## src/rtl/ace_snoop_collector.sv

```systemverilog
// ace_snoop_collector: broadcasts one snoop on AC to a masked set of masters,
// merges their CR responses and forwards one CD line from the lowest-indexed
// responder with DataTransfer set. All other data-carrying responders are drained.
//
// Handshakes: a transfer happens on a channel in the cycle where its valid and
// ready are both high. Once this block raises a valid, it holds the valid and its
// payload until the transfer. CD forwarding is a combinational pass-through, so
// the selected master's valid/ready and data go straight to and from the out_cd port.
module ace_snoop_collector #(
   parameter int unsigned NumMst          = 4,
   parameter int unsigned AddrWidth       = 64,
   parameter int unsigned DataWidth       = 64,
   parameter int unsigned DcacheLineWidth = 256
) (
   input  logic                        clk_i,
   input  logic                        rst_i,
   input  logic                        req_valid_i,
   output logic                        req_ready_o,
   input  logic [AddrWidth-1:0]        req_addr_i,
   input  logic [3:0]                  req_snoop_i,
   input  logic [NumMst-1:0]           req_mask_i,
   output logic [NumMst-1:0]           ac_valid_o,
   input  logic [NumMst-1:0]           ac_ready_i,
   output logic [AddrWidth-1:0]        ac_addr_o,
   output logic [3:0]                  ac_snoop_o,
   input  logic [NumMst-1:0]           cr_valid_i,
   output logic [NumMst-1:0]           cr_ready_o,
   input  logic [5*NumMst-1:0]         cr_resp_i,
   input  logic [NumMst-1:0]           cd_valid_i,
   output logic [NumMst-1:0]           cd_ready_o,
   input  logic [DataWidth*NumMst-1:0] cd_data_i,
   input  logic [NumMst-1:0]           cd_last_i,
   output logic                        out_cr_valid_o,
   input  logic                        out_cr_ready_i,
   output logic [4:0]                  out_cr_resp_o,
   output logic                        out_cd_valid_o,
   input  logic                        out_cd_ready_i,
   output logic [DataWidth-1:0]        out_cd_data_o,
   output logic                        out_cd_last_o,
   output logic                        proto_err_o
);

   localparam int unsigned CdBeats = DcacheLineWidth / DataWidth;
   localparam int unsigned CntW    = (CdBeats > 1) ? $clog2(CdBeats) : 1;
   localparam int unsigned SelW    = (NumMst > 1) ? $clog2(NumMst) : 1;
   localparam logic [CntW-1:0] LastCnt = CntW'(CdBeats - 1);

   typedef enum logic [1:0] {
      IDLE  = 2'd0,
      SNOOP = 2'd1,
      RESP  = 2'd2,
      DATA  = 2'd3
   } state_e;

   state_e                state_q, state_d;
   logic [AddrWidth-1:0]  addr_q, addr_d;
   logic [3:0]            snoop_q, snoop_d;
   logic [NumMst-1:0]     mask_q, mask_d;
   logic [NumMst-1:0]     ac_done_q, ac_done_d;
   logic [NumMst-1:0]     cr_done_q, cr_done_d;
   logic [4:0]            resp_q, resp_d;
   logic [NumMst-1:0]     dt_mask_q, dt_mask_d;
   logic [SelW-1:0]       sel_q, sel_d;
   logic [NumMst-1:0]     cd_done_q, cd_done_d;
   logic [CntW-1:0]       cnt_q [NumMst];
   logic [CntW-1:0]       cnt_d [NumMst];
   logic                  proto_err_q, proto_err_d;

   // The AC payload is the registered request, so it cannot move mid-snoop.
   assign ac_addr_o   = addr_q;
   assign ac_snoop_o  = snoop_q;
   assign proto_err_o = proto_err_q;

   // Next-state, register updates and all channel outputs for the current state.
   always_comb begin
      state_d        = state_q;
      addr_d         = addr_q;
      snoop_d        = snoop_q;
      mask_d         = mask_q;
      ac_done_d      = ac_done_q;
      cr_done_d      = cr_done_q;
      resp_d         = resp_q;
      dt_mask_d      = dt_mask_q;
      sel_d          = sel_q;
      cd_done_d      = cd_done_q;
      cnt_d          = cnt_q;
      proto_err_d    = 1'b0;
      req_ready_o    = 1'b0;
      ac_valid_o     = '0;
      cr_ready_o     = '0;
      cd_ready_o     = '0;
      out_cr_valid_o = 1'b0;
      out_cr_resp_o  = resp_q;
      out_cd_valid_o = 1'b0;
      out_cd_data_o  = '0;
      out_cd_last_o  = 1'b0;

      unique case (state_q)
         IDLE: begin
            // Held low while reset is applied so no request slips in.
            req_ready_o = ~rst_i;
            if (req_valid_i) begin
               addr_d    = req_addr_i;
               snoop_d   = req_snoop_i;
               mask_d    = req_mask_i;
               ac_done_d = '0;
               cr_done_d = '0;
               resp_d    = '0;
               dt_mask_d = '0;
               sel_d     = '0;
               cd_done_d = '0;
               for (int i = 0; i < int'(NumMst); i++) cnt_d[i] = '0;
               // An empty mask has nobody to ask: answer with a zero response.
               state_d   = (req_mask_i == '0) ? RESP : SNOOP;
            end
         end

         SNOOP: begin
            ac_valid_o = mask_q & ~ac_done_q;
            // Registered ac_done keeps CR acceptance strictly after its AC.
            cr_ready_o = ac_done_q & ~cr_done_q;
            ac_done_d  = ac_done_q | (ac_valid_o & ac_ready_i);
            for (int i = 0; i < int'(NumMst); i++) begin
               if (cr_ready_o[i] && cr_valid_i[i]) begin
                  cr_done_d[i] = 1'b1;
                  resp_d       = resp_d | cr_resp_i[5*i +: 5];
                  dt_mask_d[i] = cr_resp_i[5*i];
               end
            end
            if (cr_done_d == mask_q) begin
               state_d = RESP;
               // Lowest-indexed data responder supplies the forwarded line.
               sel_d   = '0;
               for (int i = int'(NumMst) - 1; i >= 0; i--) begin
                  if (dt_mask_d[i]) sel_d = SelW'(i);
               end
            end
         end

         RESP: begin
            out_cr_valid_o = 1'b1;
            if (out_cr_ready_i) state_d = (dt_mask_q != '0) ? DATA : IDLE;
         end

         DATA: begin
            for (int j = 0; j < int'(NumMst); j++) begin
               if (dt_mask_q[j] && !cd_done_q[j]) begin
                  if (sel_q == SelW'(j)) begin
                     cd_ready_o[j]  = out_cd_ready_i;
                     out_cd_valid_o = cd_valid_i[j];
                     out_cd_data_o  = cd_data_i[DataWidth*j +: DataWidth];
                     out_cd_last_o  = (cnt_q[j] == LastCnt);
                  end else begin
                     cd_ready_o[j] = 1'b1;
                  end
                  if (cd_ready_o[j] && cd_valid_i[j]) begin
                     // The beat count is authoritative; a wrong last only flags.
                     if (cd_last_i[j] != (cnt_q[j] == LastCnt)) proto_err_d = 1'b1;
                     if (cnt_q[j] == LastCnt) begin
                        cnt_d[j]     = '0;
                        cd_done_d[j] = 1'b1;
                     end else begin
                        cnt_d[j] = cnt_q[j] + CntW'(1);
                     end
                  end
               end
            end
            if ((cd_done_d & dt_mask_q) == dt_mask_q) state_d = IDLE;
         end

         default: state_d = IDLE;
      endcase
   end

   // State and transaction registers; reset abandons any transaction in flight.
   always_ff @(posedge clk_i) begin
      if (rst_i) begin
         state_q     <= IDLE;
         addr_q      <= '0;
         snoop_q     <= '0;
         mask_q      <= '0;
         ac_done_q   <= '0;
         cr_done_q   <= '0;
         resp_q      <= '0;
         dt_mask_q   <= '0;
         sel_q       <= '0;
         cd_done_q   <= '0;
         cnt_q       <= '{default: '0};
         proto_err_q <= 1'b0;
      end else begin
         state_q     <= state_d;
         addr_q      <= addr_d;
         snoop_q     <= snoop_d;
         mask_q      <= mask_d;
         ac_done_q   <= ac_done_d;
         cr_done_q   <= cr_done_d;
         resp_q      <= resp_d;
         dt_mask_q   <= dt_mask_d;
         sel_q       <= sel_d;
         cd_done_q   <= cd_done_d;
         cnt_q       <= cnt_d;
         proto_err_q <= proto_err_d;
      end
   end

endmodule

```

## config.mk

```make
export PLATFORM = sky130hd
export DESIGN_NAME = ace_snoop_collector
export DESIGN_NICKNAME = d
export VERILOG_FILES = /design/src/rtl/ace_snoop_collector.sv
export SDC_FILE = /design/constraint.sdc
export NUM_CORES = 1
export LEC_CHECK = 0
export ABC_AREA = 1
export CAP_MARGIN = 20
export CORE_AREA = 2 2 204 206
export DETAILED_ROUTE_END_ITERATION = 10
export DIE_AREA = 0 0 206 208
export GPL_ROUTABILITY_DRIVEN = 0
export PLACE_DENSITY = 0.49
export SYNTH_ARGS = -nofsm -noshare
export SYNTH_HDL_FRONTEND = slang
export SYNTH_SLANG_ARGS = --single-unit
export TNS_END_PERCENT = 1
```

## constraint.sdc

```tcl
create_clock -name clk_i -period 2.1 [get_ports clk_i]
set_input_delay 0.315 -clock clk_i [delete_from_list [all_inputs] [get_ports clk_i]]
set_output_delay 0.315 -clock clk_i [all_outputs]
set_load 0.05 [all_outputs]
```

After elaboration in Yosys (flattened, before gate mapping)
Index checks and enable logic that the tools add are counted.
- eq/ne operators: 28
- reductions and logical operators: 32
- bitwise logic cells: 13
- mux-type cells: 134
- $add $sub $neg: 4
- operators with widths (operator ; number):
    $mux W64 ; 9
    $mux W1 ; 80
    $mux W2 ; 24
    $mux W5 ; 8
    $pmux W4 S2 ; 4
    $ne A2 B2 Y1 const B ; 12
    $or A5 B5 Y5 ; 4
    $reduce_and A4 Y1 ; 5
    $and A4 B4 Y4 ; 4
    $eq A2 B2 Y1 const B ; 8
    $mux W4 ; 4
    $pmux W8 S2 ; 1
    $logic_and A1 B1 Y1 ; 12
    $pmux W5 S2 ; 1
    $add A2 B1 Y2 const B ; 4
    $eq A4 B4 Y1 ; 2
    $mux W8 ; 1
    $not A4 Y4 ; 2
    $pmux W2 S4 ; 1
    $reduce_and A2 Y1 ; 3
    $eq A2 B1 Y1 const B ; 2
    $logic_not A1 Y1 ; 4
    $logic_not A2 Y1 ; 2
    $logic_not A4 Y1 ; 1
    8 further kinds ; 13
- word-level logic and storage cells: 226
- input port bits: 369
- flip-flop bits (word level): 106
- output and inout port bits: 154

Logic depth before layout (Yosys ltp)
- depth in word-level cells: 16
- gate-level depth with buffers: 12
- gate-level depth less buffers: 12

Worst setup path before layout
No wires, ideal clock.
- path kind: reg-to-output
- start: register state_q[0]
- end: output port ac_valid_o[0]
- buffers on the path: 1
- required time: 1.785 ns
- arrival time: 1.871 ns
- stages on the path, launching flop included: 6
- path slack: -0.086 ns
- path through: dfxtp_1 inv_1 nor2_4 inv_1 buf_2 nor3_1
- longest elaborated chain between the ends: 2
- RTL lines (element ; line ; text):
    start: declaration ; 55 ; state_e state_q, state_d;
    start signal: assignment ; 191 ; state_q <= state_d;
    $eq A2 B1 Y1 ; 98 ; unique case (state_q)
    $mux W4 ; 98 ;
    end: declaration ; 22 ; output logic [NumMst-1:0] ac_valid_o,
Every way passes these cells.

Final worst setup path
- start: register dt_mask_q[3]
- end: output port out_cd_data_o[45]
- longest elaborated chain between the ends: 3
- RTL lines (element ; line ; text):
    start: declaration ; 62 ; logic [NumMst-1:0] dt_mask_q, dt_mask_d;
    start signal: assignment ; 198 ; dt_mask_q <= dt_mask_d;
    $logic_and A1 B1 Y1 ; 147 ; if (dt_mask_q[j] && !cd_done_q[j]) begin
    $mux W64 ; 147 ;
    $mux W64 ; 98 ;
    end: declaration ; 38 ; output logic [DataWidth-1:0] out_cd_data_o,
Every way passes these cells.

==> out/qor.csv <==
metric,value,unit
crit_arrival,1.96,ns
ctsHoldBuffers,0,
ant_nets,0,
use_met1,22.9,%
portBuffers,522,
holdCritPathClass,register to register,
outcome,"complete, but fails checks",
hold_violations,0,
synth_fa_ha_area_share,0.726,%
synthSimpleGateAreaFrac,32.5,%
coreArea,40600,sq um
cpPeakStageDelay,0.34,ns
area_delta_synth_final,125,%
overflow,0,
dpl.hpwl,32700,microns
numCtsBuffers,9,
worstSetupPathType,register to output port,
clk_latency,0.36,ns
finalSetupViolCount,65,
antenna_found_initial,15,
slew_violations,0,
finalWirelength,48300,microns
die_h,208,microns
fin_cells,2117,
path_max_fanout,7,
clock_tree.buffer_depth,2,
synth-xor-area-share,0.508,%
syn_inst,1040,
synthArstFlopShare,0,%
pin_count,523,
path_common_cell,buf_12,
crit_path_top_delay_cell,dfxtp_2,
avgSynthCellArea,6.63,sq um
met2_usage,34.7,%
finalWorstSetupSlack,-0.171,ns
top_usage_layer,met2,
rsz0062_at_grt,true,
num_vias,10273,
root_buffer,clkbuf_16,
worst_pin_slew,0.596,ns
ys_types,38,
synth-compound-area-share,24.5,%
powerDensity,647,nW/um^2
post-route-period-util,108,%
first_global_vias,10154,
cts_sinks,106,
muxShareOfSynthArea,0,%
initial_core_util,17.0,%
maxSlewHeadroom,59.9,%
worst_clock_skew,0.00653,ns
drtPass1Iterations,5,
path_clk_slew,0.07,ns
place_inst,2048,
fin_crit,2.27,ns
nNetsFinal,1941,
grt_start_max_net_pins,78,
grt_usage,20.4,%
met3_usage,6.28,%
synth_top_family_by_area,simple AND/OR/NAND/NOR gates,
via_per_inst,4.85,
grt_pass1_wl,66100,microns
drive_gt1_share,19.9,%
fin_setup_tns,-6.50,ns
drtIter0Drc,667,
final.fill_count,4137,
ir_drop,0.705,mV
ys_ff_latch,106,
dieArea,42800,sq um
critPathCaptureType,output port,
rows,74,
fp.dieW,206,microns
synth-edff-count,0,
synth_area,6900,sq um
min_path_cells,2,
cts_max_level,3,
timing.fmax,440,MHz
reg2regPathDepth,11,
wl_per_cell,22.8,microns
drc,0,
ys_warn_count,0,
syn_nets,1413,
cts_tree,yes,
start_kind,register,
path_cells,inv_2 -> nor2_4 -> nand2_8 -> buf_12 -> buf_12 -> buf_4 -> o21ai_2 -> a41oi_4 -> buf_12,
violations,setup timing,
cap_viol_max_count,0,
synth_flop_cell,dfxtp_1,
ys_seq_area_share,30.8,%
crit_required,1.78,ns
p_leak,0.00529,uW
==> layer usage <==
metal / up-vias / wire [microns]
met5: - / 54
met4: 8 / 2410
met3: 102 / 4760
met2: 532 / 23100
met1: 4830 / 18000
li1: 4801 / -
==> final cells by class <==
class | count | area (sq um) | share of cell area (%)
Sequential cell | 106 | 2130 | 13.7
Antenna cell | 12 | 30.0 | 0.193
Inverter | 63 | 249 | 1.60
Clock inverter | 4 | 48.8 | 0.314
Timing Repair Buffer | 618 | 7420 | 47.8
Tap cell | 532 | 666 | 4.29
Clock buffer | 12 | 246 | 1.59
Multi-Input combinational cell | 770 | 4730 | 30.4
==> stage by stage <==
step	utilization, %	total power [uW]	hold WS [ns]	setup slack, ns	cell area (sq um)
floorplan	-	5690	0.442	-0.0864	6900
global placement	33.8	7960	0.448	0.0293	13700
detailed placement	33.8	7980	0.454	0.000277	13700
CTS	36.6	10000	0.465	-0.207	14800
global route	38.3	10600	0.488	-0.221	15500
finish	38.3	10000	0.460	-0.171	15500
==> sequential cells by signal, indices dropped and copies added, names as in the netlist <==
| signal | count |
|---|---|
| cnt_q | 8 |
| ac_addr_o | 64 |
| dt_mask_q | 4 |
| out_cr_resp_o | 5 |
| mask_q | 4 |
| cd_done_q | 4 |
| sel_q | 2 |
| ac_done_q | 4 |
| cr_done_q | 4 |
| ac_snoop_o | 4 |
| proto_err_o | 1 |
| state_q | 2 |
==> cells in the mapped netlist, drive strengths merged (7+ instances only) <==
cell type  count  area (sq um)
dfxtp        106          2120
o211ai         7          52.6
a41oi         62           543
inv           63           239
buf           69           395
nor3          13          65.1
nand3         30           165
nand2        143           537
nor2         170           674
o21ai        154           775
clkbuf        32           125
nand4        127           795
a21oi         38           194
==> worst max-delay path: cells and delay by family, from the launching register on <==
| family | cells | cell delay, ns |
|---|---|---|
| AND/OR/NAND/NOR | 2 | 0.31 |
| buffers and inverters | 5 | 0.67 |
| AO/OA/AOI/OAI | 2 | 0.25 |
| flip-flops | 1 | 0.34 |
==> kinds of logic after synthesis <==
| family | after synthesis |
|---|---|
| compound gates | 278 |
| xor+xnor | 4 |
| fa+ha+maj | 4 |
| buf+inv | 164 |
| flops | 106 |
| simple gates | 484 |
==> cell usage in the layout, fill, tap and decap left out, types with 3 or more instances in the layout <==
cell type,synthesis,layout
clkbuf_16,0,17
buf_6,5,8
buf_12,0,100
nand3_2,3,4
nand3_1,27,26
nand2_2,0,9
o21ai_0,145,112
nand4_1,127,127
buf_8,0,5
diode_2,0,12
bufbuf_16,0,4
a41oi_2,0,53
nor2_1,163,159
nor2_2,5,5
xor2_1,3,3
dfxtp_1,106,100
o22ai_1,4,4
inv_1,60,52
clkdlybuf4s50_1,0,442
o21ai_2,1,15
a21oi_1,37,36
buf_16,0,6
nand2_1,143,132
buf_4,8,45
o21ai_1,8,27
a31oi_1,3,3
dfxtp_2,0,4
a41oi_4,0,9
nor2_4,1,5
inv_2,2,8
nor3_1,13,12
a211oi_1,4,4
ha_1,4,4
o211ai_1,7,7
==> final timing paths <==
path	start	slack, ns	to
hold reg to reg	out_cr_resp_o[0]$_SDFFE_PP0P_	0.46	out_cr_resp_o[0]$_SDFFE_PP0P_
setup reg to reg	dt_mask_q[1]$_SDFFE_PP0P_	0.24	state_q[1]$_SDFFE_PP0P_
hold / removal	out_cr_resp_o[0]$_SDFFE_PP0P_	0.46	out_cr_resp_o[0]$_SDFFE_PP0P_
setup / recovery	dt_mask_q[3]$_SDFFE_PP0P_	-0.17	out_cd_data_o[45]
==> power breakdown <==
part | leakage (uW) | internal (uW) | total [uW] | switching, uW
Sequential | 0.000875 | 2440 | 2650 | 214
Clock | 0.000147 | 961 | 1770 | 805
Combinational | 0.00427 | 2190 | 5630 | 3450
Total | 0.00529 | 5580 | 10000 | 4470
==> timing repair <==
| item | in CTS | in global routing |
|---|---|---|
| buffers inserted | 9 | 17 |
| gates resized for setup | 107 | 79 |
| pin swaps | 5 | 52 |
| gates cloned | 7 | 10 |
| endpoints found under the hold margin | 0 | 0 |
| setup endpoints to repair | 67 | 71 |
(Power assumes the default switching activity.)
